**src/rtl/mmr_noc_arbiter_pkg.sv**
```systemverilog
// Shared definitions for the MMR NoC arbiter slice.
// Contents: FSM state enum, requester IDs, default bank geometry and doorbell offset.
package mmr_pkg;

  localparam int unsigned DefAddrW       = 3;
  localparam int unsigned DefDataW       = 32;
  localparam int unsigned DefDoorbellIdx = 7;

  typedef enum logic [1:0] {
    IDLE,
    ACCESS,
    DONE
  } state_e;

  typedef logic req_id_t;

  localparam req_id_t REQ_CORE = 1'b0;
  localparam req_id_t REQ_NOC  = 1'b1;

endpackage

```
**src/rtl/mmr_noc_arbiter_if.sv**
```systemverilog
// Request/response bundle for one MMR requester (core MEM stage or NoC agent).
// master: the requester drives req/we/addr/wdata and receives ack/rdata.
// slave : the arbiter side.
interface mmr_noc_arbiter_if #(
  parameter int unsigned ADDR_W = 3,
  parameter int unsigned DATA_W = 32
);
  logic              req;
  logic              we;
  logic [ADDR_W-1:0] addr;
  logic [DATA_W-1:0] wdata;
  logic              ack;
  logic [DATA_W-1:0] rdata;

  modport master (
    output req,
    output we,
    output addr,
    output wdata,
    input  ack,
    input  rdata
  );

  modport slave (
    input  req,
    input  we,
    input  addr,
    input  wdata,
    output ack,
    output rdata
  );
endinterface

```
**src/rtl/mmr_noc_arbiter_rr_arb.sv**
```systemverilog
// mmr_rr_arb: 2-way round-robin picker.
// Ports:
//   reqs_i       - request vector, indexed by requester ID (REQ_CORE / REQ_NOC)
//   last_grant_i - ID granted most recently
//   winner_o     - ID to grant; only meaningful when |reqs_i
module mmr_rr_arb
  import mmr_pkg::*;
(
  input  logic [1:0] reqs_i,
  input  req_id_t    last_grant_i,
  output req_id_t    winner_o
);

  always_comb begin
    winner_o = REQ_CORE;
    if (reqs_i[REQ_CORE] && reqs_i[REQ_NOC]) begin
      // Tie: the requester not served last goes next.
      winner_o = ~last_grant_i;
    end else if (reqs_i[REQ_NOC]) begin
      winner_o = REQ_NOC;
    end
  end

endmodule

```
**src/rtl/mmr_noc_arbiter.sv**
```systemverilog
// mmr_noc_arbiter: owns the MMR word bank behind LOADNOC/STORENOC and serialises
// accesses from the pipeline MEM stage and the NoC agent with round-robin fairness.
// Each access takes IDLE -> ACCESS -> DONE; ack is a one-cycle pulse in DONE.
// Ports:
//   clk, reset  - single clock, asynchronous active-high reset
//   core_if     - core requester (slave modport of mmr_noc_arbiter_if)
//   noc_if      - NoC requester (slave modport of mmr_noc_arbiter_if)
//   core_stall  - core_req & ~core_ack, combinational pipeline stall
//   noc_irq     - doorbell pending
// Build option: MMR_DOORBELL_EN enables the doorbell at DOORBELL_IDX; otherwise
// noc_irq is tied low and DOORBELL_IDX is an ordinary register.
module mmr_noc_arbiter
  import mmr_pkg::*;
#(
  parameter int unsigned ADDR_W       = DefAddrW,
  parameter int unsigned DATA_W       = DefDataW,
  parameter int unsigned DOORBELL_IDX = DefDoorbellIdx
) (
  input  logic                clk,
  input  logic                reset,
  mmr_noc_arbiter_if.slave    core_if,
  mmr_noc_arbiter_if.slave    noc_if,
  output logic                core_stall,
  output logic                noc_irq
);

  localparam int unsigned Depth = 1 << ADDR_W;

  if (DOORBELL_IDX >= Depth) begin : g_bad_doorbell
    $error("DOORBELL_IDX outside the MMR bank");
  end

  state_e            state_q, state_d;
  req_id_t           grant_q, grant_d;
  req_id_t           last_q, last_d;
  logic              core_ack_q, core_ack_d;
  logic              noc_ack_q, noc_ack_d;
  logic [DATA_W-1:0] core_rdata_q, core_rdata_d;
  logic [DATA_W-1:0] noc_rdata_q, noc_rdata_d;

  // Request fields captured at grant so a requester may drop req afterwards.
  logic              we_q, we_d;
  logic [ADDR_W-1:0] addr_q, addr_d;
  logic [DATA_W-1:0] wdata_q, wdata_d;

  logic [DATA_W-1:0] bank_q [Depth];
  logic              bank_we;

  logic [1:0]        reqs;
  req_id_t           winner;

`ifdef MMR_DOORBELL_EN
  logic              irq_q, irq_d;
`endif

  assign reqs = {noc_if.req, core_if.req};

  mmr_rr_arb u_rr_arb (
    .reqs_i       (reqs),
    .last_grant_i (last_q),
    .winner_o     (winner)
  );

  always_comb begin
    state_d      = state_q;
    grant_d      = grant_q;
    last_d       = last_q;
    we_d         = we_q;
    addr_d       = addr_q;
    wdata_d      = wdata_q;
    core_ack_d   = 1'b0;
    noc_ack_d    = 1'b0;
    core_rdata_d = core_rdata_q;
    noc_rdata_d  = noc_rdata_q;
`ifdef MMR_DOORBELL_EN
    irq_d        = irq_q;
`endif
    unique case (state_q)
      IDLE: begin
        if (|reqs) begin
          grant_d = winner;
          last_d  = winner;
          if (winner == REQ_CORE) begin
            we_d    = core_if.we;
            addr_d  = core_if.addr;
            wdata_d = core_if.wdata;
          end else begin
            we_d    = noc_if.we;
            addr_d  = noc_if.addr;
            wdata_d = noc_if.wdata;
          end
          state_d = ACCESS;
        end
      end
      ACCESS: begin
        if (grant_q == REQ_CORE) begin
          core_ack_d = 1'b1;
          if (!we_q) core_rdata_d = bank_q[addr_q];
        end else begin
          noc_ack_d = 1'b1;
          if (!we_q) noc_rdata_d = bank_q[addr_q];
        end
`ifdef MMR_DOORBELL_EN
        if (addr_q == ADDR_W'(DOORBELL_IDX)) begin
          if (we_q && grant_q == REQ_CORE) begin
            irq_d = 1'b1;
          end else if (!we_q && grant_q == REQ_NOC) begin
            irq_d = 1'b0;
          end
        end
`endif
        state_d = DONE;
      end
      DONE: begin
        // No grant here: a requester that drops req on ack is never re-served.
        state_d = IDLE;
      end
      default: state_d = IDLE;
    endcase
  end

  always_ff @(posedge clk or posedge reset) begin
    if (reset) begin
      state_q      <= IDLE;
      grant_q      <= REQ_CORE;
      last_q       <= REQ_NOC;
      core_ack_q   <= 1'b0;
      noc_ack_q    <= 1'b0;
      core_rdata_q <= '0;
      noc_rdata_q  <= '0;
`ifdef MMR_DOORBELL_EN
      irq_q        <= 1'b0;
`endif
    end else begin
      state_q      <= state_d;
      grant_q      <= grant_d;
      last_q       <= last_d;
      core_ack_q   <= core_ack_d;
      noc_ack_q    <= noc_ack_d;
      core_rdata_q <= core_rdata_d;
      noc_rdata_q  <= noc_rdata_d;
`ifdef MMR_DOORBELL_EN
      irq_q        <= irq_d;
`endif
    end
  end

  // Captured request fields carry no reset; they are only consumed after a grant.
  always_ff @(posedge clk) begin
    we_q    <= we_d;
    addr_q  <= addr_d;
    wdata_q <= wdata_d;
  end

  // Gating with reset drops a write whose ACCESS edge lands while reset is asserted.
  assign bank_we = (state_q == ACCESS) && we_q && !reset;

  always_ff @(posedge clk) begin
    if (bank_we) bank_q[addr_q] <= wdata_q;
  end

  assign core_if.ack   = core_ack_q;
  assign core_if.rdata = core_rdata_q;
  assign noc_if.ack    = noc_ack_q;
  assign noc_if.rdata  = noc_rdata_q;
  assign core_stall    = core_if.req & ~core_ack_q;

`ifdef MMR_DOORBELL_EN
  assign noc_irq = irq_q;
`else
  assign noc_irq = 1'b0;
`endif

endmodule

```
**src/flat_wrapper.sv**
```systemverilog
// flat-port wrapper written by rule: the top's interface ports become plain ports
module mmr_noc_arbiter_flat import mmr_pkg::*;
#(
  parameter int unsigned ADDR_W       = DefAddrW,
  parameter int unsigned DATA_W       = DefDataW,
  parameter int unsigned DOORBELL_IDX = DefDoorbellIdx
)
  (clk, reset, core_stall, noc_irq, core_if_req, core_if_we, core_if_addr, core_if_wdata, core_if_ack, core_if_rdata, noc_if_req, noc_if_we, noc_if_addr, noc_if_wdata, noc_if_ack, noc_if_rdata);
  mmr_noc_arbiter_if #(.ADDR_W(ADDR_W), .DATA_W(DATA_W)) core_if_i ();
  mmr_noc_arbiter_if #(.ADDR_W(ADDR_W), .DATA_W(DATA_W)) noc_if_i ();
  input  logic clk;
  input  logic reset;
  output logic core_stall;
  output logic noc_irq;
  input wire logic [$bits(core_if_i.req)-1:0] core_if_req;
  input wire logic [$bits(core_if_i.we)-1:0] core_if_we;
  input wire logic [$bits(core_if_i.addr)-1:0] core_if_addr;
  input wire logic [$bits(core_if_i.wdata)-1:0] core_if_wdata;
  output wire logic [$bits(core_if_i.ack)-1:0] core_if_ack;
  output wire logic [$bits(core_if_i.rdata)-1:0] core_if_rdata;
  input wire logic [$bits(noc_if_i.req)-1:0] noc_if_req;
  input wire logic [$bits(noc_if_i.we)-1:0] noc_if_we;
  input wire logic [$bits(noc_if_i.addr)-1:0] noc_if_addr;
  input wire logic [$bits(noc_if_i.wdata)-1:0] noc_if_wdata;
  output wire logic [$bits(noc_if_i.ack)-1:0] noc_if_ack;
  output wire logic [$bits(noc_if_i.rdata)-1:0] noc_if_rdata;
  assign core_if_i.req = core_if_req;
  assign core_if_i.we = core_if_we;
  assign core_if_i.addr = core_if_addr;
  assign core_if_i.wdata = core_if_wdata;
  assign core_if_ack = core_if_i.ack;
  assign core_if_rdata = core_if_i.rdata;
  assign noc_if_i.req = noc_if_req;
  assign noc_if_i.we = noc_if_we;
  assign noc_if_i.addr = noc_if_addr;
  assign noc_if_i.wdata = noc_if_wdata;
  assign noc_if_ack = noc_if_i.ack;
  assign noc_if_rdata = noc_if_i.rdata;
  mmr_noc_arbiter #(.ADDR_W(ADDR_W), .DATA_W(DATA_W), .DOORBELL_IDX(DOORBELL_IDX)) u_core (.clk(clk), .reset(reset), .core_if(core_if_i), .noc_if(noc_if_i), .core_stall(core_stall), .noc_irq(noc_irq));
endmodule
```
**config.mk**
```make
export PLATFORM = sky130hd
export DESIGN_NAME = mmr_noc_arbiter_flat
export DESIGN_NICKNAME = d
export VERILOG_FILES = /design/src/rtl/mmr_noc_arbiter_pkg.sv /design/src/rtl/mmr_noc_arbiter_if.sv /design/src/rtl/mmr_noc_arbiter_rr_arb.sv /design/src/rtl/mmr_noc_arbiter.sv /design/src/flat_wrapper.sv
export SDC_FILE = /design/constraint.sdc
export NUM_CORES = 1
export LEC_CHECK = 0
export ABC_AREA = 1
export ABC_CLOCK_PERIOD_IN_PS = 9800
export BUFFER_PORTS_ARGS = -buffer_cell sky130_fd_sc_hd__buf_2
export CAP_MARGIN = 40
export CORE_UTILIZATION = 35
export CTS_BUF_LIST = sky130_fd_sc_hd__clkbuf_8
export DETAILED_ROUTE_END_ITERATION = 12
export PLACE_DENSITY = 0.5
export SYNTH_ARGS = -nofsm -noshare
export SYNTH_HDL_FRONTEND = slang
export SYNTH_SLANG_ARGS = --single-unit
```
**constraint.sdc**
```tcl
create_clock -name clk -period 9.8 [get_ports clk]
set_input_delay 1.96 -clock clk [delete_from_list [all_inputs] [get_ports clk]]
set_output_delay 1.96 -clock clk [all_outputs]
set_load 0.01 [all_outputs]
```
# == After elaboration in Yosys (flattened, before gate mapping) ==
# Memory sizes are Yosys's and may differ from the RTL's. A register that Yosys moved wholly into a read port is not among the register bits.
# Cells that the tools add are included.
# word_totals
ram_bits,256
elab_cells,41
output_inout_bits,68
inputBits,76
memories,1
mem_bits_ro,0
reg_bits,106
latchBits,0
# memory_table
name,words,word_bits,read_ports,rd_ports_with_merged_regs,wr,line,text
u_core.bank_q,8,32,1,1,1,mmr_noc_arbiter.sv:46,logic [DATA_W-1:0] bank_q [Depth];
# op_classes
order_cmp,0
reduce_logical,9
mul,0
div,0
n_eq_ne,2
mux,14
bitwise_logic,5
n_shift,0
add_sub_neg,0
# op_table
op,count
$mux 32,1
$mux 1,9
$mux 3,2
$reduce_and 3->1,2
$not 1->1,4
$pmux 2 s2,1
$logic_and 1x1->1,3
$eq 2x1->1 const B,1
$logic_not 2->1,1
$mux 2,1
$ne 2x1->1 const B,1
$reduce_and 2->1,1
$reduce_or 2->1,1
$and 1x1->1,1
$logic_not 1->1,1

# == Depth between registers and ports, before layout ==
# depth
word_depth,5
ltp_mapped,9
depth_no_buf,7

# == Modules after synthesis ==
# A second synthesis with hierarchy kept.
# hier_totals
hier_cells,1380
area_unflattened_um2,15144.5
# modules_own_cells
mod,n_inst,area_per_inst_um2,cells_each
mmr_noc_arbiter,1,15132.0,1378
mmr_rr_arb,1,12.5,2

# == Worst setup path before layout ==
# OpenSTA, ideal clock, no wires.
# synth_timing
path_kind,input-to-reg
startpoint,input port reset
endpoint,"memory u_core.bank_q[4][0], enable pin"
setup_slack_ns,4.834
arrival_time_ns,4.505
stages,3
setup_ns,0.461
path_cell_list,nor3_1 nand2_1 nor3_1
# synth_via
elab_chain_cells,4
# synth_rtl
element,line,text
start: declaration,flat_wrapper.sv:12,input logic reset;
$logic_not 1->1 (no source line),n/a,
$logic_and 1x1->1,mmr_noc_arbiter.sv:156,assign bank_we = (state_q == ACCESS) && we_q && !reset;
$mux 1,mmr_noc_arbiter.sv:159,if (bank_we) bank_q[addr_q] <= wdata_q;
$mux 1 (implied by the code),mmr_noc_arbiter.sv:159,
end: declaration,mmr_noc_arbiter.sv:46,
# Every way passes these cells.

# == Worst setup path in the final report ==
# layout_timing
startpoint,input port core_if_req
endpoint,output port core_stall
# layout_via
elab_chain_cells,1
# layout_rtl
element,line,text
start: declaration,flat_wrapper.sv:15,input wire logic [$bits(core_if_i.req)-1:0] core_if_req;
$and 1x1->1,mmr_noc_arbiter.sv:166,assign core_stall = core_if.req & ~core_ack_q;
end: declaration,flat_wrapper.sv:13,output logic core_stall;
# Every way passes these cells.

==> out/metrics.csv <==
stage;metric;value;unit
synth;synth-simple-area-share;22.11;%
clocking;cts_setup_buffers;0;
die;initial_utilization;35.88;%
clocking;cts.reportedPaths.clkPinSlew;0.06;ns
clocking;hold_buffers;0;
synth;ys_seq_area_share;69.68;%
finish;finalNetCount;1688;
finish;area_delta_synth_final;16.64;%
sta;setup-tns-final;0;ns
sta;slew_violations;0;
setup_path;cpPeakStageDelay;0.13;ns
sta;fin_worst_skew;0.009994;ns
hold_path;hp-class;flip-flop to flip-flop;
clocking;clk_latency;0.63;ns
detailed_routing;vias;9934;
detailed_routing;routed_wl;36110;um
synth;ys_types;23;
detailed_routing;drt-met1-wl;16500;um
setup_path;worstPathCellList;buf_2 > inv_1 > nor2_1 > buf_2;
placement;place.port_buffers;142;
synth;synthMuxAreaShare;0;%
detailed_routing;drcViolationCount;0;
synth;netlist_instances;1454;
die;die-area;44220;um2
setup_path;worstPathBufferInverterCount;3;
sta;worst_pin_slew;0.8445;ns
die;core-area;42320;um2
setup_path;critical_path_required;7.84;ns
sta;finalSetupViolCount;0;
sta;period_needed;4.242;ns
clocking;cts.sinks;365;
grt;grt_pass1_vias;9983;
synth;synth-compound-area-share;0.1648;%
setup_path;end_kind;output port;
setup_path;cp-start-kind;input port;
power_and_ir_drop;peakVddDrop;0.1131;mV
sta;rsz0062_at_grt;false;
die;rows;75;
synth;synth_top_cell_by_area;edfxtp_1;
detailed_routing;top_layer_used;met4;
synth;ys_ff_latch;365;
synth;synth-xor-area-share;0;%
clocking;cts.repair.resized;0;
clocking;cts_buffers;60;
setup_path;crit_top_cell;buf_2;
grt;antenna_found_initial;0;
outcome;outcome;completed;
die;boundaryPins;144;
grt;grt_max_degree;69;
die;fp.dieW;210.3;um
placement;dp_slack;5.551;ns
placement;gp_congestion;0.6955;
sta;hold_viol;0;
run;cap_violations;0;
detailed_routing;ant_nets;0;
detailed_routing;avgRoutedWirePerCell;16.11;um
synth;avgSynthCellArea;10.44;um2
finish;diodes;0;
synth;synthesis.nets;1530;
setup_path;crit_type;input port to output port;
setup_path;crit_fanout;3;
detailed_routing;wl_met2;17530;um
die;die_height;210.3;um
placement;hpwl;20890;um
synth;synth_area_leaders;edfxtp_1, nand2_1, dfrtp_1;
grt;grt_pass1_wl;56880;um
clocking;h-tree-depth;2;
detailed_routing;route.met3.wl;1391;um
synth;syn_area;15190;um2
finish;drive_gt1_share;16.35;%
setup_path;cp_top_family;buffers and inverters;
synth;synth_fa_ha_area_share;0;%
grt;track_usage;16.86;%
detailed_routing;vias_per_cell;4.433;
clocking;cts_tree;done;
detailed_routing;first_pass_iters;7;
synth;synth_top_family_by_area;simple AND/OR/NAND/NOR gates;
clocking;clock_path_buffers;3;
sta;fin_crit_sh;43.28;%
power_and_ir_drop;leakage;8.095;nW
detailed_routing;drt_iter0_drc;555;
power_and_ir_drop;powerDensity;279.4;nW/um2
sta;fmax;235.7;MHz
sta;setup_slack;5.558;ns
synth;synth_warnings;0;
clocking;cts_root_buf;clkbuf_8;
setup_path;crit_arrival;2.28;ns
grt;grt_overflow;0;
synth;synth_top_area_share;57.74;%
sta;slew-limit-headroom;43.40;%
setup_path;cpMaxStageDelayCell;buf_2;
==> layout by cell type, fill, tap and decap left out, types with 2 or more instances in the layout <==
cell type   synthesis  routed
buf_12              0       2
buf_16              0       3
buf_2              20     142
buf_4              26      16
clkbuf_8            0      75
clkinv_1            0      12
clkinv_2            1       8
clkinvlp_4          0       2
dfrtp_1            69      69
dfxtp_2             0       2
edfxtp_1          292     292
inv_1             203     220
inv_2               3       2
inv_4               1       2
nand2_1           565     565
nand2_2             3       3
nand3_1           224     224
nor2_1              6       2
nor2_4              2       6
nor3_1              6       2
nor3_2              1       4
o21ai_0             5       5
==> cells by family after synthesis <==
| kind of cell | after synthesis |
|---|---|
| AND/OR/NAND/NOR | 808 |
| other | 1 |
| AO/OA/AOI/OAI | 5 |
| buffers and inverters | 275 |
| flip-flops | 365 |
==> worst min-delay path, stage by stage, from the launching register on <==
cell	delay, ns
dfrtp_1	0.34
nand2_1	0.05
nand2_1	0.05
==> cells in the mapped netlist, drive strengths merged <==
cell and count:
clkbuf 6, nand3 224, o21ai 5, clkinv 1
nor2 8, conb 1, nand2 569, edfxtp 292
dfrtp 69, nor3 7, buf 61, inv 207
dfstp 1, dfxtp 3
==> registers in the layout, summed over array words and instances, names as in the netlist, 2 cells and up, named ones only <==
register and cells:
u_core.wdata_q 32, u_core.state_q 2, u_core.addr_q 3, u_core.noc_if.rdata 32, u_core.bank_q 256, u_core.core_if.rdata 32
==> area by class of cell <==
type | count | area, um2
Sequential cell | 365 | 10590
Inverter | 208 | 788.3
Tap cell | 577 | 721.9
Multi-Input combinational cell | 814 | 3442
Fill cell | 4052 | 24610
Clock buffer | 75 | 1032
Clock inverter | 39 | 187.7
Timing Repair Buffer | 163 | 953.4
==> worst paths after layout <==
check	slack, ns	endpoint	startpoint	depth (start not counted)
worst max-delay path	5.56	core_stall	core_if_req	4
worst min-delay path	0.47	u_core.noc_if.rdata[24]	u_core.noc_if.rdata[24]	2
worst max register to register	7.10	u_core.bank_q[7][22]	u_core.state_q[1]	6
worst min register to register	0.47	u_core.noc_if.rdata[24]	u_core.noc_if.rdata[24]	2
max in group asynchronous	7.78	u_core.core_if.rdata[13]	reset	4
min in group asynchronous	1.43	u_core.grant_q	reset	3
==> per-layer routing <==
metal	up-vias	GRT usage, %
li1	5002	-
met1	4689	22.01
met2	190	28.63
met3	53	2.920
met4	0	5.109
met5	-	0
==> per-stage QoR <==
| step | std cells | hold slack, ns | instance area, um2 | util [%] | total power, W |
|---|---|---|---|---|---|
| 6_report | 2241 | 0.4697 | 17710 | 41.85 | 0.004949 |
| 5_1_grt | 2241 | 0.4892 | 17710 | 41.85 | 0.005279 |
| 4_1_cts | 2241 | 0.4773 | 17710 | 41.85 | 0.005035 |
| 3_5_place_dp | 2127 | 0.4613 | 16490 | 38.97 | 0.003698 |
| 3_3_place_gp | 2122 | 0.4570 | 16370 | 38.68 | 0.003655 |
| 2_1_floorplan | 1454 | 0.4522 | 15190 | - | 0.003173 |
==> where the power goes <==
part           switching (W)  internal, W
clock network       0.000602     0.000713
logic               0.000948     0.000428
registers           0.000227      0.00203
Power figures use the tool's default switching activity.
